--- src/rtl/mse_bus_arbiter.sv ---
// Round-robin two-port Avalon-MM arbiter sharing the MSE host master port.
// One transaction in flight; a granted read keeps the port until its data returns.
module mse_bus_arbiter #(
  parameter int DW = 32,
  parameter int AW = 8,
  parameter int BW = 4
) (
  input  logic          csi_MCLK_clk,
  input  logic          rsi_MRST_reset,
  input  logic [AW-1:0] avs_S0_address,
  input  logic [DW-1:0] avs_S0_writedata,
  input  logic [BW-1:0] avs_S0_byteenable,
  input  logic          avs_S0_read,
  input  logic          avs_S0_write,
  output logic          avs_S0_waitrequest,
  output logic [DW-1:0] avs_S0_readdata,
  output logic          avs_S0_readdatavalid,
  input  logic [AW-1:0] avs_S1_address,
  input  logic [DW-1:0] avs_S1_writedata,
  input  logic [BW-1:0] avs_S1_byteenable,
  input  logic          avs_S1_read,
  input  logic          avs_S1_write,
  output logic          avs_S1_waitrequest,
  output logic [DW-1:0] avs_S1_readdata,
  output logic          avs_S1_readdatavalid,
  output logic [AW-1:0] avm_M1_address,
  output logic [DW-1:0] avm_M1_writedata,
  output logic [BW-1:0] avm_M1_byteenable,
  output logic          avm_M1_read,
  output logic          avm_M1_write,
  output logic          avm_M1_begintransfer,
  input  logic [DW-1:0] avm_M1_readdata,
  input  logic          avm_M1_readdatavalid,
  input  logic          avm_M1_waitrequest
);

  // state  | meaning
  // IDLE   | no command outstanding, arbitrate on this cycle's requests
  // XFER   | latched command on avm_M1_*, waiting for slave acceptance
  // RDWAIT | read accepted, waiting for avm_M1_readdatavalid
  typedef enum logic [1:0] {ST_IDLE, ST_XFER, ST_RDWAIT} state_t;

  state_t        state_q, state_d;
  logic          grant_q, grant_d;
  logic          last_q, last_d;
  logic [AW-1:0] addr_d;
  logic [DW-1:0] wdata_d;
  logic [BW-1:0] be_d;
  logic          read_d, write_d, bt_d;
  logic          req0, req1, sel, sel_rd, sel_wr;

  assign req0 = avs_S0_read | avs_S0_write;
  assign req1 = avs_S1_read | avs_S1_write;

  always_comb begin
    state_d = state_q;
    grant_d = grant_q;
    last_d  = last_q;
    addr_d  = avm_M1_address;
    wdata_d = avm_M1_writedata;
    be_d    = avm_M1_byteenable;
    read_d  = avm_M1_read;
    write_d = avm_M1_write;
    bt_d    = 1'b0;
    sel     = 1'b0;
    sel_rd  = 1'b0;
    sel_wr  = 1'b0;
    case (state_q)
      ST_IDLE: begin
        if (req0 | req1) begin
          // on a tie the port that did not win last time gets the bus
          sel     = (req0 & req1) ? ~last_q : req1;
          sel_rd  = sel ? avs_S1_read  : avs_S0_read;
          sel_wr  = sel ? avs_S1_write : avs_S0_write;
          grant_d = sel;
          last_d  = sel;
          addr_d  = sel ? avs_S1_address    : avs_S0_address;
          wdata_d = sel ? avs_S1_writedata  : avs_S0_writedata;
          be_d    = sel ? avs_S1_byteenable : avs_S0_byteenable;
          read_d  = sel_rd;
          write_d = sel_wr & ~sel_rd;
          bt_d    = 1'b1;
          state_d = ST_XFER;
        end
      end
      ST_XFER: begin
        if (!avm_M1_waitrequest) begin
          read_d  = 1'b0;
          write_d = 1'b0;
          state_d = avm_M1_read ? ST_RDWAIT : ST_IDLE;
        end
      end
      ST_RDWAIT: begin
        if (avm_M1_readdatavalid) state_d = ST_IDLE;
      end
      default: state_d = ST_IDLE;
    endcase
  end

  always_ff @(posedge csi_MCLK_clk) begin
    if (rsi_MRST_reset) begin
      state_q              <= ST_IDLE;
      grant_q              <= 1'b0;
      last_q               <= 1'b1;
      avm_M1_address       <= '0;
      avm_M1_writedata     <= '0;
      avm_M1_byteenable    <= '0;
      avm_M1_read          <= 1'b0;
      avm_M1_write         <= 1'b0;
      avm_M1_begintransfer <= 1'b0;
    end else begin
      state_q              <= state_d;
      grant_q              <= grant_d;
      last_q               <= last_d;
      avm_M1_address       <= addr_d;
      avm_M1_writedata     <= wdata_d;
      avm_M1_byteenable    <= be_d;
      avm_M1_read          <= read_d;
      avm_M1_write         <= write_d;
      avm_M1_begintransfer <= bt_d;
    end
  end

  // reset gating keeps both requesters stalled and silent while reset is held
  assign avs_S0_waitrequest = rsi_MRST_reset |
         ~(state_q == ST_XFER && !grant_q && !avm_M1_waitrequest);
  assign avs_S1_waitrequest = rsi_MRST_reset |
         ~(state_q == ST_XFER && grant_q && !avm_M1_waitrequest);

  assign avs_S0_readdata = avm_M1_readdata;
  assign avs_S1_readdata = avm_M1_readdata;

  assign avs_S0_readdatavalid = !rsi_MRST_reset && avm_M1_readdatavalid &&
                                state_q == ST_RDWAIT && !grant_q;
  assign avs_S1_readdatavalid = !rsi_MRST_reset && avm_M1_readdatavalid &&
                                state_q == ST_RDWAIT && grant_q;

endmodule

--- config.mk ---
export PLATFORM = sky130hd
export DESIGN_NAME = mse_bus_arbiter
export DESIGN_NICKNAME = d
export VERILOG_FILES = /design/src/rtl/mse_bus_arbiter.sv
export SDC_FILE = /design/constraint.sdc
export NUM_CORES = 1
export LEC_CHECK = 0
export BUFFER_PORTS_ARGS = -buffer_cell sky130_fd_sc_hd__buf_2
export CORE_UTILIZATION = 35
export DETAILED_ROUTE_END_ITERATION = 12
export HOLD_SLACK_MARGIN = 0.1
export PLACE_DENSITY = 0.79
export SYNTH_ARGS = -nofsm -noshare
export SYNTH_HDL_FRONTEND = slang
export SYNTH_SLANG_ARGS = --single-unit
--- constraint.sdc ---
create_clock -name csi_MCLK_clk -period 1.8 [get_ports csi_MCLK_clk]
set_clock_uncertainty 0.05 [all_clocks]
set_input_delay 0.27 -clock csi_MCLK_clk [delete_from_list [all_inputs] [get_ports csi_MCLK_clk]]
set_output_delay 0.27 -clock csi_MCLK_clk [all_outputs]
set_load 0.05 [all_outputs]
== Word level (Yosys, flattened, before mapping) ==
Cells that the tools add are included.

* Bitwise gates (word level): 12
* Equal/unequal tests: 5
* Reductions and logical operators: 17
* Muxes and demuxes: 17

{| class="wikitable"
|+ Operator list
! cell !! count
|-
| 32-bit two-way mux || 1
|-
| 1-bit logical AND || 8
|-
| 2-bit two-way mux || 4
|-
| 8-bit two-way mux || 1
|-
| 1-bit two-way mux || 7
|-
| 2-bit != test, second input constant || 3
|-
| 2-bit one-hot mux with 3 select lines || 1
|-
| 3-bit AND reduction || 2
|-
| 1-bit NOT || 5
|-
| 1-bit bitwise OR || 5
|-
| 4-bit two-way mux || 1
|-
| 1-bit one-hot mux with 2 select lines || 2
|-
| 1-bit logical NOT || 3
|-
| 1-bit AND || 2
|-
| 2-bit by 1-bit == test with 1-bit output, second input constant || 1
|-
| 2-bit == test, second input constant || 1
|-
| 2-bit logical NOT || 1
|-
| 2-bit AND reduction || 1
|-
| 2-bit nonzero test || 1
|-
| 2-bit OR reduction || 1
|}

* Flip-flop bits (word level): 51

== Depth between registers and ports, before layout ==
* Depth after elaboration: 8
* Depth in mapped cells: 5
* Depth with buffers taken out: 3

== Worst setup path after synthesis ==
OpenSTA, ideal clock, no wires.

* Kind: input-to-output
* Start: input port rsi_MRST_reset
* End: output port avs_S1_readdatavalid
* Path buffers: 1
* Stages on the path: 3
* Setup slack: -0.291 ns
* Data arrival time: 1.771 ns
* Required time: 1.480 ns
* Cell sequence: clkbuf_1 -> nand3b_1 -> nor3b_1

* Longest elaborated chain between the ends: 4

{| class="wikitable"
|+ RTL lines
! element !! line !! RTL
|-
| start: declaration || 9 || <nowiki>input logic rsi_MRST_reset,</nowiki>
|-
| 1-bit logical NOT || 135 || <nowiki>assign avs_S1_readdatavalid = !rsi_MRST_reset && avm_M1_readdatavalid &&</nowiki>
|-
| 1-bit logical AND (2 in a row) || 135 ||
|-
| 1-bit logical AND || 136 || <nowiki>state_q == ST_RDWAIT && grant_q;</nowiki>
|-
| end: declaration || 25 || <nowiki>output logic avs_S1_readdatavalid,</nowiki>
|}

Every way passes these cells.

== Worst setup path after layout ==
* Start: register state_q[0]
* End: output port avs_S0_waitrequest

* Longest elaborated chain between the ends: 5

{| class="wikitable"
|+ RTL lines
! element !! line !! RTL
|-
| start: declaration || 43 || <nowiki>state_t state_q, state_d;</nowiki>
|-
| start signal: assignment || 112 || <nowiki>state_q <= state_d;</nowiki>
|-
| 2-bit by 1-bit == test with 1-bit output || 126 || <nowiki>~(state_q == ST_XFER && !grant_q && !avm_M1_waitrequest);</nowiki>
|-
| 1-bit logical AND (2 in a row) || 126 ||
|-
| 1-bit NOT || 126 ||
|-
| 1-bit bitwise OR || 125 || <nowiki>assign avs_S0_waitrequest = rsi_MRST_reset |</nowiki>
|-
| end: declaration || 15 || <nowiki>output logic avs_S0_waitrequest,</nowiki>
|}

Every way passes these cells.

==> reports/results.txt <==
status: complete, but fails checks
violated checks: setup timing
Clk pin slew, worst setup/hold paths: 0.09 ns
TritonRoute pass-1 iters: 4
number of max-cap violations: 0
initial antenna violation count: 0
Fmax: 0.535 GHz
fin crit share: 1.04
post-route minimum period: 1.87 ns
Die Y: 94.2 um
Final GP Congestion: 0.803
Slew HR: 0.463
layout cells sized above 1: 0.419
drt first-iter violations: 197
area of the mapped netlist: 2980 um^2
top cell type's share of synthesized area: 0.343
slack of the critical path: -0.0687 ns
Power Total: 3.31 mW
CTS Sinks: 51
largest area contributor in the netlist: dfxtp_1
Synth Warn #: 0
max-slew violation count: 0
final setup violation count: 1
Max FO, Critical Path: 4
Tot GR Track Use: 0.204
Post-Syn Instances: 366
Layout area overhead: 16.6%
Core Region: 8220 um^2
wire length after detailed routing: 9.49 mm
CTS tree: yes
CTS max path bufs: 2
PwrDens: 953 nW/um^2
mean post-synth cell area: 8.13 um^2
DIE AREA: 8880 um^2
TritonCTS buffer count: 5
mean number of vias per cell: 5.70
Final Hold Fails: 0
pin count of the biggest net entering global routing: 45
I/O pin total: 243
via count: 3,088
R2R cell count: 4
Final Net Count: 565
Synth Register Bits: 51
clock latency on the worst-skew pair: 0.30 ns
Hold Path Depth: 3
Worst Hold Class: input port to flip-flop
Post-DRT Antenna Nets: 0
ANT cells: 0
post-DP HPWL: 6.36 mm
cts hold-fix bufs: 0
CP Capture Type: output pin
I/O Buffers: 146
Die Width: 94.2 um
peak supply drop: 0.361 mV
initial core utilization: 0.362
crit path DAT: 1.55 ns
TNS Setup: -0.0687 ns
Clk Tree Root Cell: clkbuf_8
CTS H-tree depth: 2
Core Rows: 33
CP startpoint kind: flip-flop
vias in the first global route: 2,975
# fillers: 853
first-pass GRT wire length: 14.3 mm
synth unique cells: 29
DRC errors left: 0
LEAKAGE: 1.51 nW
Critical Path RT: 1.48 ns
Area contributors post-synth: dfxtp_1 (34%), buf_4 (16%), a311oi_1 (13%)
Place WS: -0.102 ns
RSZ-0062 raised after global routing: true
Crit Path Category: flip-flop to output pin
syn_nets: 494
GRT overflow: 0
wire per inst: 17.5 um
Slew @ Worst Pin: 0.798 ns
sequential share of the synthesized area: 0.343
[sequential cells by signal (all words and copies together) (netlist names)]
name / cells
avm_M1_write: 1
avm_M1_address: 8
avm_M1_writedata: 32
avm_M1_begintransfer: 1
avm_M1_byteenable: 4
last_q: 1
avm_M1_read: 1
grant_q: 1
state_q: 2
[power by group]
| part | switching (mW) | total (mW) | internal, mW | leakage (nW) |
|---|---|---|---|---|
| clock | 0.379 | 0.682 | 0.303 | 0.0470 |
| combinational | 0.902 | 1.28 | 0.377 | 1.04 |
| sequential | 0.0770 | 1.34 | 1.27 | 0.425 |
| total | 1.36 | 3.31 | 1.95 | 1.51 |
[layout by cell type (no fill, tap or decap)]
cell and n:
a21boi_0 1, a21oi_1 46, a311oi_1 44, a31oi_1 1, buf_12 2, buf_2 145
buf_4 16, buf_6 1, clkbuf_8 6, clkinv_2 1, dfxtp_1 49, dfxtp_2 2
inv_1 2, nand2_1 2, nand3_1 45, nand3b_1 5, nor2_1 3, nor2_2 1
nor2_4 3, nor3_2 1, nor3b_1 1, nor3b_2 1, nor4_2 1, o21a_1 1
o21ai_0 46, o21ai_4 1, o22ai_1 2, o32a_1 1, o32ai_1 1, or2_1 1
or2_2 1, or3_1 2, or3b_4 1, or4_1 1
[per-layer routing]
layer | share of wire | GRT usage
met2 | 0.51 | 0.351
met1 | 0.38 | 0.240
met3 | 0.088 | 0.0429
met4 | 0.024 | 0.0936
met5 | 0 | 0
[cells in the mapped netlist, drive strengths merged]
| cell | instances |
|---|---|
| nand3b | 5 |
| o32a | 1 |
| o21ai | 47 |
| nor2 | 6 |
| o21a | 1 |
| nand2 | 2 |
| nand3 | 45 |
| or3b | 1 |
| buf | 84 |
| a311oi | 44 |
| nor4 | 1 |
| nor3 | 1 |
| or4 | 1 |
| or2 | 2 |
| a31oi | 1 |
| a21boi | 1 |
| inv | 2 |
| clkbuf | 17 |
| dfxtp | 51 |
| or3 | 2 |
| o22ai | 2 |
| nor3b | 2 |
| a21oi | 46 |
| o32ai | 1 |
[cell type report]
| class | instances | area [um^2] | area share |
|---|---|---|---|
| Timing Repair Buffer | 164 | 897 | 0.259 |
| Clock inverter | 1 | 5.00 | 0.00144 |
| Clock buffer | 6 | 82.6 | 0.0238 |
| Inverter | 2 | 7.51 | 0.00216 |
| Multi-Input combinational cell | 213 | 1320 | 0.381 |
| Tap cell | 105 | 131 | 0.0379 |
| Sequential cell | 51 | 1020 | 0.295 |
[kinds of logic (layout without fill, tap and decap cells)]
| group | after synthesis | after routing | synth area share |
|---|---|---|---|
| AO/OA/AOI/OAI | 144 | 144 | 0.305 |
| AND/OR/NAND/NOR | 68 | 69 | 0.125 |
| flip-flops | 51 | 51 | 0.343 |
| buffers and inverters | 103 | 173 | 0.227 |
[worst max-delay path, cell delays in order (launching register included)]
cell and delay, ns:
dfxtp_2 0.36, or3b_4 0.40, or3_1 0.33, buf_6 0.16
[per-stage QoR]
stage / area (um^2) / hold slack (ns) / cells / utilization
after floorplan: 2990 / 0.384 / 366 / -
after global placement: 3350 / 0.443 / 533 / 0.408
after detailed placement: 3350 / 0.455 / 533 / 0.408
after CTS: 3460 / 0.185 / 541 / 0.421
after global routing: 3470 / 0.190 / 542 / 0.422
final: 3470 / 0.190 / 542 / 0.422
[final timing paths]
check | from | end | slack, ns
max | state_q[0] | avs_S0_waitrequest | -0.07
min | avs_S1_writedata[19] | avm_M1_writedata[19] | 0.19
max reg2reg | state_q[0] | avm_M1_address[5] | 0.01
min reg2reg | avm_M1_byteenable[0] | avm_M1_byteenable[0] | 0.47
[timing repair]
action	CTS	global route
resized for setup	6	0
pin swaps	1	0
buffers inserted	0	1
cloned	1	0
endpoints found under the hold margin	0	0
setup endpoints to repair	47	1
No activity file was read; power rests on OpenSTA's default activity.
